### config.mk
export PLATFORM = sky130hd
export DESIGN_NAME = debounce_multi
export DESIGN_NICKNAME = d
export VERILOG_FILES = /design/src/rtl/debounce_pkg.sv /design/src/rtl/debounce_channel.sv /design/src/rtl/debounce_multi.sv
export SDC_FILE = /design/constraint.sdc
export NUM_CORES = 1
export LEC_CHECK = 0
export ABC_AREA = 1
export ABC_CLOCK_PERIOD_IN_PS = 1250
export BUFFER_PORTS_ARGS = -buffer_cell sky130_fd_sc_hd__buf_4
export CORE_UTILIZATION = 52
export CTS_CLUSTER_SIZE = 30
export DETAILED_ROUTE_END_ITERATION = 8
export PLACE_DENSITY = 0.74
export SYNTH_ARGS = -nofsm -noshare
export SYNTH_HDL_FRONTEND = slang
export SYNTH_SLANG_ARGS = --single-unit
### constraint.sdc
create_clock -name in_clk -period 1.25 [get_ports in_clk]
set_clock_uncertainty 0.2 [all_clocks]
set_input_delay 0.1875 -clock in_clk [delete_from_list [all_inputs] [get_ports in_clk]]
set_output_delay 0.1875 -clock in_clk [all_outputs]
set_load 0.03 [all_outputs]
### src/rtl/debounce_pkg.sv
// ---------------------------------------------------------------------------
// debounce_pkg
//
// Shared definitions for the multi-channel debouncer:
//   - default parameter values used by debounce_multi and debounce_channel
//   - counter_bits(): width of the per-channel stable counter
//   - edge_kind_t: classifies what a channel accepts on the coming edge
// ---------------------------------------------------------------------------
package debounce_pkg;

    localparam int DEFAULT_NUM_CHANNELS = 4;
    localparam int DEFAULT_STABLE_TICKS = 50;
    localparam int DEFAULT_SYNC_STEPS   = 3;

    // Kind of change a channel accepts on the next clock edge
    typedef enum logic [1:0] {
        EDGE_NONE = 2'd0,
        EDGE_RISE = 2'd1,
        EDGE_FALL = 2'd2
    } edge_kind_t;

    // The counter must hold values 0..stable_ticks-1; one extra code is kept
    // so that a single-tick build still gets a 1-bit counter
    function automatic int counter_bits(input int stable_ticks);
        return (stable_ticks < 1) ? 1 : $clog2(stable_ticks + 1);
    endfunction

endpackage

### src/rtl/debounce_channel.sv
// ---------------------------------------------------------------------------
// debounce_channel
//
// One debouncer channel: synchroniser chain, saturating stable counter,
// debounced level flop, rising/falling strobes and push-button toggle.
//
// Ports:
//   in_clk          system clock
//   in_rst          asynchronous reset, active low
//   in_signal       raw asynchronous input
//   out_debounced   accepted stable level
//   out_rising      one-cycle strobe after an accepted 0->1 change
//   out_falling     one-cycle strobe after an accepted 1->0 change
//   out_toggled     flips on every accepted rising change
//   out_change_next high in the cycle before a strobe (feeds the parent's
//                   registered any-changed flag so it lines up with strobes)
// ---------------------------------------------------------------------------
module debounce_channel
    import debounce_pkg::*;
#(
    parameter int   STABLE_TICKS = DEFAULT_STABLE_TICKS,
    parameter int   SYNC_STEPS   = DEFAULT_SYNC_STEPS,
    parameter logic INIT_VALUE   = 1'b0,
    parameter int   COUNTER_BITS = counter_bits(STABLE_TICKS)
) (
    input  logic in_clk,
    input  logic in_rst,
    input  logic in_signal,
    output logic out_debounced,
    output logic out_rising,
    output logic out_falling,
    output logic out_toggled,
    output logic out_change_next
);

    localparam logic [COUNTER_BITS-1:0] LAST_COUNT = COUNTER_BITS'(STABLE_TICKS - 1);

    logic [SYNC_STEPS-1:0]   sync_q;
    logic                    synced;
    logic [COUNTER_BITS-1:0] count_q;
    edge_kind_t              edge_kind;

    // Synchroniser chain: bit 0 samples the raw input, the top bit is the
    // metastability-filtered level that the rest of the channel uses
    always_ff @(posedge in_clk or negedge in_rst) begin
        if (!in_rst) begin
            sync_q <= {SYNC_STEPS{INIT_VALUE}};
        end else begin
            sync_q <= {sync_q[SYNC_STEPS-2:0], in_signal};
        end
    end

    assign synced = sync_q[SYNC_STEPS-1];

    // A change is accepted when the synced level has differed from the
    // output for STABLE_TICKS consecutive edges, i.e. this is the last one
    always_comb begin
        edge_kind = EDGE_NONE;
        if ((synced != out_debounced) && (count_q == LAST_COUNT)) begin
            edge_kind = synced ? EDGE_RISE : EDGE_FALL;
        end
    end

    assign out_change_next = (edge_kind != EDGE_NONE);

    // Stable counter: any return to the current output level restarts the
    // count, and acceptance restarts it too, so the counter never wraps
    always_ff @(posedge in_clk or negedge in_rst) begin
        if (!in_rst) begin
            count_q <= '0;
        end else if ((synced == out_debounced) || (count_q == LAST_COUNT)) begin
            count_q <= '0;
        end else begin
            count_q <= count_q + COUNTER_BITS'(1);
        end
    end

    // Debounced level, single-cycle strobes and the push-button toggle,
    // all updated together on the accepting edge
    always_ff @(posedge in_clk or negedge in_rst) begin
        if (!in_rst) begin
            out_debounced <= INIT_VALUE;
            out_rising    <= 1'b0;
            out_falling   <= 1'b0;
            out_toggled   <= 1'b0;
        end else begin
            out_rising  <= (edge_kind == EDGE_RISE);
            out_falling <= (edge_kind == EDGE_FALL);
            if (edge_kind != EDGE_NONE) begin
                out_debounced <= synced;
            end
            if (edge_kind == EDGE_RISE) begin
                out_toggled <= ~out_toggled;
            end
        end
    end

endmodule

### src/rtl/debounce_multi.sv
// ---------------------------------------------------------------------------
// debounce_multi
//
// Multi-channel switch/button debouncer. Each channel is an independent
// debounce_channel; the top level only adds the registered OR of all
// strobes.
//
// Ports:
//   in_clk           system clock
//   in_rst           asynchronous reset, active low
//   in_signals       raw asynchronous inputs, one bit per channel
//   out_debounced    accepted stable level per channel
//   out_rising       one-cycle strobe per channel on accepted 0->1
//   out_falling      one-cycle strobe per channel on accepted 1->0
//   out_toggled      per-channel push-button on/off state
//   out_any_changed  high in the same cycle as any rising/falling strobe
// ---------------------------------------------------------------------------
module debounce_multi
    import debounce_pkg::*;
#(
    parameter int   NUM_CHANNELS = DEFAULT_NUM_CHANNELS,
    parameter int   STABLE_TICKS = DEFAULT_STABLE_TICKS,
    parameter int   SYNC_STEPS   = DEFAULT_SYNC_STEPS,
    parameter logic INIT_VALUE   = 1'b0,
    parameter int   COUNTER_BITS = counter_bits(STABLE_TICKS)
) (
    input  logic                    in_clk,
    input  logic                    in_rst,
    input  logic [NUM_CHANNELS-1:0] in_signals,
    output logic [NUM_CHANNELS-1:0] out_debounced,
    output logic [NUM_CHANNELS-1:0] out_rising,
    output logic [NUM_CHANNELS-1:0] out_falling,
    output logic [NUM_CHANNELS-1:0] out_toggled,
    output logic                    out_any_changed
);

    logic [NUM_CHANNELS-1:0] change_next;

    for (genvar i = 0; i < NUM_CHANNELS; i++) begin : g_channel
        debounce_channel #(
            .STABLE_TICKS (STABLE_TICKS),
            .SYNC_STEPS   (SYNC_STEPS),
            .INIT_VALUE   (INIT_VALUE),
            .COUNTER_BITS (COUNTER_BITS)
        ) u_channel (
            .in_clk          (in_clk),
            .in_rst          (in_rst),
            .in_signal       (in_signals[i]),
            .out_debounced   (out_debounced[i]),
            .out_rising      (out_rising[i]),
            .out_falling     (out_falling[i]),
            .out_toggled     (out_toggled[i]),
            .out_change_next (change_next[i])
        );
    end

    // Registered from the channels' pre-edge acceptance so the flag appears
    // in exactly the cycle the strobes do, once regardless of channel count
    always_ff @(posedge in_clk or negedge in_rst) begin
        if (!in_rst) begin
            out_any_changed <= 1'b0;
        end else begin
            out_any_changed <= |change_next;
        end
    end

endmodule

==> flow_summary.toml, run 1 <==
[status]
status = "complete, but fails checks"
violations = "setup timing"

[logic_synthesis]
yosysWarnings = 0
synth_ff_type = "dfrtp_1"
yosysMostFrequentCell = "nand2_1"
synth_top_area_cell = "dfrtp_1"
postSynthNetCount = 270
synth_top_area_share_pct = 57.08
synth_cells = 256
ys_ff_latch = 53
syn_area_um2 = 2323
synth.top_cells.by_count = "57 x nand2_1, 53 x dfrtp_1, 43 x nor2_1"
ys_seq_area_share_pct = 57.08
synth_area_leaders = "dfrtp_1 57%, nand2_1 9.2%, nor2_1 6.9%"
ys_types = 17
synth_edf_count = 0
synth.avg_cell_area_um2 = 9.076
async_reset_ff_share_pct = 100.0

[clock_tree]
clock_path_buffers = 2
clk_latency_ps = 310
cts_tree = "built"
clk_pin_slew_worst_paths_ps = 100
cts_sinks = 53
htreeDepth = 2
ctsRootBufferMaster = "clkbuf_8"
cts_buffers = 5

[floorplanning]
core-area_um2 = 4144
initial_utilization_pct = 56.07
io_pins = 23
rows = 23
die_area_um2 = 4740
fp.dieW_um = 68.85
fp.dieH_um = 68.85

[layout]
utilization_pct = 79.92
antennaDiodeCount = 0
nets = 327
register_area_um2 = 1336
final_cell_area_um2 = 3312
areaGrowthSynthToFinish_pct = 42.54
drive_gt1_share_pct = 48.09
fillCellCount = 243
multi_input_area_um2 = 1049

[place]
placed_area_um2 = 2609
hpwl_mm = 2.737
routabilityCongestion = 0.7852
io_buffers = 22
pre_cts_slack_ps = -160.0

[route]
ant_nets = 0
drcViolationCount = 0
wl_met2_mm = 2.657
top_layer = "met4"
drtPass1Iterations = 4
wl_met1_mm = 1.879
wl_per_cell_um = 13.24
vias = 1794
wl_mm = 4.819
wl_met3_um = 178
drt-initial-drc-count = 111
routed_via_density = 4.929

[power_and_ir_drop]
irDropWorstVdd_v = 0.0008041
p_leak_nw = 1.671
powerDensity_nw_per_um2 = 938.1
p_total_w = 0.003107

[setup_path]
critPathKind = "reg -> reg"
critical_path_required_ps = 1270
arrival_ps = 1420
worst_path_most_repeated_cell = "nand2_1"
worstSetupStartpointType = "register"
slowest_delay_ps = 410
crit_path_max_fanout = 4
slowest_stage = "dfrtp_1"
crit_chain = "inv_2 -> ha_4 -> nand3_4 -> nor2_4 -> nand3_2 -> nand2_1 -> nand2_1"
cp.buffers_inverters = 1
crit_family = "simple AND/OR/NAND/NOR gates"
end_kind = "register"

[sta]
setup_slack_ps = -150.3
final.period_utilization_pct = 112.0
setup_viol = 39
period_minus_slack_ps = 1400
slew_headroom_pct = 80.82
grt_setup_unrepaired = "yes"
timing.hold.ws_ps = 92.41
drv_slew = 0
hold_viol_final = 0
fmax_mhz = 714.1
tightest_slew_ps = 286.6

[global_route]
grt_pass1_wl_mm = 7.224
grt_pass1_vias = 1741
grt_max_degree = 33
groute.usage.overall_pct = 21.58
antenna_found_initial = 0
grt_overflow = 0

[hold_path]
hp-class = "in -> async"

[flow_run]
max_cap_violations = 0
-- sequential cells by signal, summed over array words and instances, names as in the netlist --
| name | count |
|---|---|
| g_channel.u_channel.count_q | 24 |
| g_channel.u_channel.out_debounced | 4 |
| g_channel.u_channel.out_falling | 4 |
| g_channel.u_channel.out_rising | 4 |
| g_channel.u_channel.out_toggled | 4 |
| g_channel.u_channel.sync_q | 12 |
| out_any_changed | 1 |
-- area by class of cell --
cell class	count	share of cell area (%)
sequential	53	40.35
tap	50	1.889
inverter	41	4.949
clock buffer	5	2.078
timing repair buffer	66	18.55
multi-input combinational	146	31.66
clock inverter	3	0.5289
-- cell families (layout without fill, tap and decap cells) --
group | count (synthesis) | count (layout) | share of synthesized area [%]
fa+ha+maj | 8 | 8 | 4.308
compound gates | 3 | 3 | 0.6460
xor+xnor | 10 | 10 | 3.769
buf+inv | 57 | 115 | 11.79
flops | 53 | 53 | 57.08
simple gates | 125 | 125 | 22.40
-- cell usage in the layout, fill, tap and decap left out, drive strengths merged --
cell,netlist,layout
buf,16,61
nand2,58,58
dfrtp,53,53
nor2,44,44
inv,41,41
nand3,14,14
ha,8,8
xnor2,5,5
clkbuf,0,5
dlygate4sd3,0,5
xor2,5,5
nor3,5,5
nand4,2,2
a21oi,2,2
nand3b,2,2
clkinv,0,2
o21ai,1,1
clkinvlp,0,1
-- final timing paths --
path | cells past startpoint | slack (ps) | start | to
max | 7 | -150 | g_channel[2].u_channel.count_q[1] | g_channel[2].u_channel.out_toggled
min | 2 | 90 | in_rst | g_channel[0].u_channel.out_rising
max reg2reg | 7 | -150 | g_channel[2].u_channel.count_q[1] | g_channel[2].u_channel.out_toggled
min reg2reg | 0 | 150 | g_channel[0].u_channel.sync_q[1] | g_channel[0].u_channel.sync_q[2]
max in group asynchronous | 3 | 290 | in_rst | g_channel[1].u_channel.count_q[1]
min in group in_clk | 0 | 150 | g_channel[0].u_channel.sync_q[1] | g_channel[0].u_channel.sync_q[2]
-- metrics by stage --
step | std cells | setup TNS (ps)
floorplan | 256 | -342.3
global placement | 332 | -1348
detailed placement | 332 | -2484
CTS | 358 | -2896
global route | 364 | -5978
finish | 364 | -3236
-- worst register-to-register path: cells and delay by family, from the launching register on --
family / cells / cell delay (ps)
adders and majority gates: 1 / 130
DFF: 1 / 410
and+or+nand+nor: 5 / 500
buffers and inverters: 1 / 70
-- routing by layer --
metal	vias to the layer above	GRT usage, %
met4	0	7.908
met5	-	0
met3	9	6.086
met1	882	23.39
li1	867	-
met2	36	39.56
-- power by group --
part | internal, W | total [W] | leakage [nW] | switching (W)
registers | 0.00177 | 0.00181 | 0.691 | 0.0000466
logic | 0.000162 | 0.000335 | 0.936 | 0.000172
clock network | 0.000388 | 0.000960 | 0.0439 | 0.000572
-- timing repair --
action                     in CTS  in global routing
pin swaps                      14                 25
hold endpoints to repair       57                  0
buffers inserted               13                  6
setup endpoints to repair      48                 58
resized for setup              53                 74
hold buffers                    5                  0
No activity file was read; power rests on OpenSTA's default activity.
==> run 2, diff against run 1 <==
ABC_AREA = 0   (was 1)
PLACE_DENSITY = 0.75   (was 0.74)
==> flow_summary.toml, run 2 <==
[global_route]
grt_pass1_wl_mm = 7.017
grt_overflow = 0
antenna_found_initial = 0
grt_pass1_vias = 1592
groute.usage.overall_pct = 21.72
grt_max_degree = 35

[logic_synthesis]
synth_ff_type = "dfrtp_1"
synth_edf_count = 0
ys_ff_latch = 53
synth_top_area_share_pct = 59.38
yosysWarnings = 0
synth_cells = 180
async_reset_ff_share_pct = 100.0
synth.top_cells.by_count = "53 x dfrtp_1, 23 x nor2_1, 16 x buf_4, 16 x xor2_1"
ys_seq_area_share_pct = 59.38
postSynthNetCount = 194
ys_types = 25
synth.avg_cell_area_um2 = 12.41
yosysMostFrequentCell = "dfrtp_1"
syn_area_um2 = 2233
synth_top_area_cell = "dfrtp_1"
synth_area_leaders = "dfrtp_1 59%, xor2_1 6.3%, buf_4 5.4%"

[place]
io_buffers = 22
routabilityCongestion = 0.7512
pre_cts_slack_ps = -485.6
placed_area_um2 = 2733
hpwl_mm = 2.897

[route]
drt-initial-drc-count = 42
top_layer = "met4"
drcViolationCount = 0
wl_met2_mm = 2.428
ant_nets = 0
wl_per_cell_um = 14.07
wl_met3_um = 113
wl_met1_mm = 1.640
wl_mm = 4.264
vias = 1494
drtPass1Iterations = 4
routed_via_density = 4.931

[power_and_ir_drop]
p_leak_nw = 1.535
irDropWorstVdd_v = 0.0005733
p_total_w = 0.003124
powerDensity_nw_per_um2 = 995.9

[layout]
largest_register = "g_channel.u_channel.count_q"
fillCellCount = 234
final_cell_area_um2 = 3137
layout_commonest_cell = "dfrtp_1"
largest_register_ffs = 24
final_cell_mix = "53 x dfrtp_1, 52 x buf_4, 24 x buf_6"
drive_gt1_share_pct = 47.83
areaGrowthSynthToFinish_pct = 40.45
reg_top3 = "g_channel.u_channel.count_q (24), g_channel.u_channel.sync_q (12)"
nets = 266
antennaDiodeCount = 0

[setup_path]
cp.buffers_inverters = 1
crit_family = "simple AND/OR/NAND/NOR gates"
rrSetupSlack_ps = -490
reg2reg_depth = 5
path_depth = 5
worstSetupStartpointType = "register"
critPathCapture = "g_channel[2].u_channel.out_debounced"
r2r-end = "g_channel[2].u_channel.out_debounced"
crit_chain = "inv_1 -> ha_1 -> or3b_4 -> nor2_4 -> mux2_4"
slowest_delay_ps = 420
critPathKind = "reg -> reg"
crit_path_max_fanout = 4
slowest_stage = "or3b_4"
r2r_start = "g_channel[2].u_channel.count_q[1]"
critical_path_required_ps = 1250
arrival_ps = 1740
cp-startpoint = "g_channel[2].u_channel.count_q[1]"
end_kind = "register"

[clock_tree]
cts_buffers = 5
clock_path_buffers = 2
clk_latency_ps = 310
cts_tree = "built"
clk_pin_slew_worst_paths_ps = 90
htreeDepth = 2
ctsRootBufferMaster = "clkbuf_8"
cts_sinks = 53

[sta]
tightest_slew_ps = 257.6
fmax_mhz = 575.6
setup_slack_ps = -487.3
grt_setup_unrepaired = "yes"
hold_viol_final = 0
drv_slew = 0
setup_viol = 45
fin_setup_tns_ps = -13560
slew_headroom_pct = 82.70
period_minus_slack_ps = 1737
final.period_utilization_pct = 139.0

[status]
status = "complete, but fails checks"
violations = "setup timing"

[floorplanning]
core-area_um2 = 4058
io_pins = 23
fp.dieW_um = 67.54
die_area_um2 = 4561
initial_utilization_pct = 55.04
rows = 23
fp.dieH_um = 67.54

[hold_path]
hp-class = "in -> async"

[flow_run]
max_cap_violations = 0
[run 2: changes by cell type in the layout (fill, tap and decap cells not counted), moves of 6 or more]
cell,before,now
inv_2,9,0
ha_1,1,8
nand2_4,6,0
nand2_1,37,7
dfrtp_1,45,53
nor2_1,25,9
inv_1,28,6
buf_4,35,52
xor2_1,4,16
nand2_2,14,1
dfrtp_2,8,0
[run 2: worst min-delay path by stage]
stage                 from                                 to  slack [ps]  cells after the start
finish              in_rst   g_channel[3].u_channel.sync_q[2]          90                      2
global route        in_rst  g_channel[0].u_channel.count_q[2]         120                      2
CTS                 in_rst   g_channel[3].u_channel.sync_q[2]          90                      2
detailed placement  in_rst   g_channel[3].u_channel.sync_q[2]        -120                      1
global placement    in_rst   g_channel[3].u_channel.sync_q[2]        -130                      1
floorplan           in_rst  g_channel[0].u_channel.count_q[0]        -310                      0
[run 2: final cells by class]
class                           count  area (um2)  area share, %
Sequential cell                    53        1326          42.28
Multi-Input combinational cell    104       893.4          28.48
Clock buffer                        7       96.34          3.071
Inverter                            6       22.52         0.7180
Clock inverter                      1       5.005         0.1596
Timing Repair Buffer               82       730.7          23.29
Tap cell                           50       62.56          1.994
[run 2: worst register-to-register path: stages (launching register included)]
cell and delay [ps]:
dfrtp_1 400, inv_1 70, ha_1 130, or3b_4 420
nor2_4 120, mux2_4 300
[run 2: repair_timing]
action                                  CTS  global route
resized for setup                        34            12
endpoints found under the setup margin   50            55
pin swaps                                10             5
hold buffers                              5             0
hold endpoints to repair                 57             0
setup buffers                             9             3
[run 2: kinds of logic after synthesis]
kind of cell	after synthesis	share of synthesized area, %
xor+xnor	20	7.843
compound gates	15	3.753
flops	53	59.38
simple gates	58	16.41
mux	3	1.512
buf+inv	23	6.611
fa+ha+maj	8	4.482
[run 2: per-layer routing]
layer / GRT usage (%) / vias up
met4: 9.043 / 0
li1: - / 721
met1: 23.61 / 743
met5: 0 / -
met2: 39.11 / 24
met3: 6.081 / 6
[run 2: where the power goes]
group	switching [W]	total [W]	internal, W
sequential	0.0000267	0.00179	0.00176
clock	0.000538	0.00104	0.000501
combinational	0.000147	0.000295	0.000147
total	0.000712	0.00312	0.00241
[run 2: metrics by stage]
step	utilization [%]	std cells	hold WS, ps
2_1_floorplan	-	180	-308.1
3_3_place_gp	67.35	278	-126.7
3_5_place_dp	67.35	278	-119.9
4_1_cts	75.73	300	88.70
5_1_grt	77.31	303	119.7
6_report	77.31	303	88.26
==> run 3, diff against run 2 <==
ABC_CLOCK_PERIOD_IN_PS = 1810   (was 1250)
CORE_UTILIZATION = 57   (was 52)
PLACE_DENSITY = 0.78   (was 0.75)
clock period = 1.81 ns   (was 1.25 ns; I/O delays follow)
==> flow_summary.toml, run 3 (synthesized netlist as in run 2, its figures left out) <==
[status]
status = "completed"

[layout]
utilization_pct = 69.29
largest_register_ffs = 24
largest_register = "g_channel.u_channel.count_q"
nets = 215
antennaDiodeCount = 0
final_cell_mix = "52 x dfrtp_1, 26 x buf_4, 21 x nor2_1"
drive_gt1_share_pct = 24.26
fillCellCount = 270
final_cell_area_um2 = 2575
fin_cells = 250
reg_top3 = "g_channel.u_channel.count_q (24), g_channel.u_channel.sync_q (12)"
layout_commonest_cell = "dfrtp_1"
multi_input_area_um2 = 785.8
areaGrowthSynthToFinish_pct = 15.29
register_area_um2 = 1328

[setup_path]
r2r-end = "g_channel[0].u_channel.out_debounced"
reg2reg_depth = 3
critPathKind = "reg -> reg"
crit_path_max_fanout = 4
critical_path_required_ps = 1790
arrival_ps = 1740
r2r_start = "g_channel[0].u_channel.count_q[3]"
rrSetupSlack_ps = 50
worstSetupStartpointType = "register"
end_kind = "register"

[clock_tree]
clk_latency_ps = 300
cts_sinks = 53
clock_path_buffers = 2
cts_buffers = 5
htreeDepth = 2
clk_pin_slew_worst_paths_ps = 80
cts_tree = "built"
ctsRootBufferMaster = "clkbuf_8"

[global_route]
grt_pass1_vias = 1253
grt_overflow = 0
grt_pass1_wl_mm = 5.457
antenna_found_initial = 0
grt_use_met3_pct = 5.986
met1_usage_pct = 20.53
busiest_layer = "met2"
grt_max_degree = 54
grt_use_met2_pct = 31.45
groute.usage.overall_pct = 17.82

[power_and_ir_drop]
irDropWorstVdd_v = 0.0005997
p_leak_nw = 1.240
p_total_w = 0.002273
powerDensity_nw_per_um2 = 882.6

[place]
dp_cells = 235
pre_cts_slack_ps = -22.21
routabilityCongestion = 0.7239
placed_area_um2 = 2349
io_buffers = 22
hpwl_mm = 2.327

[route]
wl_per_cell_um = 13.09
ant_nets = 0
drtPass1Iterations = 4
vias = 1270
drt-initial-drc-count = 62
routed_via_density = 5.080
wl_mm = 3.272
drcViolationCount = 0

[sta]
final.period_utilization_pct = 97.08
hold_viol_final = 0
tightest_slew_ps = 625.5
grt_setup_unrepaired = "yes"
fmax_mhz = 569.1
setup_slack_ps = 52.88
period_minus_slack_ps = 1757
slew_headroom_pct = 58.30
setup_viol = 0
drv_slew = 0

[floorplanning]
fp.dieW_um = 64.60
die_area_um2 = 4173
rows = 22
initial_utilization_pct = 60.10
io_pins = 23
fp.dieH_um = 64.60
core-area_um2 = 3716

[hold_path]
min_from = "g_channel[0].u_channel.sync_q[1]"
hp-class = "reg -> reg"
min_to = "g_channel[0].u_channel.sync_q[2]"
hold_depth = 0

[flow_run]
max_cap_violations = 0
==> run 3: per-stage QoR <==
stage / setup TNS, ps / hold slack, ps
6_report: 0 / 153.2
5_1_grt: -1.730 / 162.1
4_1_cts: 0 / 156.5
3_5_place_dp: -35.90 / 134.7
3_3_place_gp: 0 / 129.4
2_1_floorplan: 0 / -224.1
==> run 3: final cells by class <==
cell class	count	area share, %
clock buffer	5	2.672
sequential	53	51.55
multi-input combinational	104	30.52
clock inverter	3	2.527
tap	48	2.332
timing repair buffer	31	9.524
inverter	6	0.8746
==> run 3: timing repair <==
action                                  in CTS  in global routing
pin swaps                                    0                  1
endpoints found under the setup margin       5                  3
endpoints found under the hold margin       57                  0
hold buffers                                 5                  0
buffers inserted                             0                  2
gates resized for setup                      2                  6
==> run 3: worst max-delay path, cell delays in order, from the launching register on <==
cell,delay [ps]
dfrtp_1,420
or3b_1,460
nor2_1,210
mux2_2,360
==> run 3: power by group <==
part           leakage, nW  total (W)  switching (W)  internal (W)
registers            0.701    0.00125      0.0000298       0.00122
clock network       0.0681   0.000898       0.000349      0.000549
logic                0.471   0.000127      0.0000697     0.0000571
==> run 3: per-layer routing <==
metal | wire, um | vias up
li1 | - | 624
met1 | 1389 | 620
met2 | 1738 | 24
met3 | 130 | 2
met4 | 13 | 0
met5 | 0 | -
==> run 3: how the worst max path moves through the flow <==
stage | endpoint | slack, ps | from
6_report | g_channel[0].u_channel.out_debounced | 50 | g_channel[0].u_channel.count_q[3]
5_1_grt | g_channel[3].u_channel.out_toggled | -2 | g_channel[3].u_channel.count_q[1]
4_1_cts | g_channel[2].u_channel.out_debounced | 20 | g_channel[2].u_channel.count_q[1]
3_5_place_dp | g_channel[2].u_channel.count_q[4] | -20 | g_channel[2].u_channel.count_q[1]
3_3_place_gp | g_channel[2].u_channel.count_q[2] | 70 | g_channel[2].u_channel.count_q[1]
2_1_floorplan | g_channel[2].u_channel.out_debounced | 100 | g_channel[2].u_channel.count_q[1]
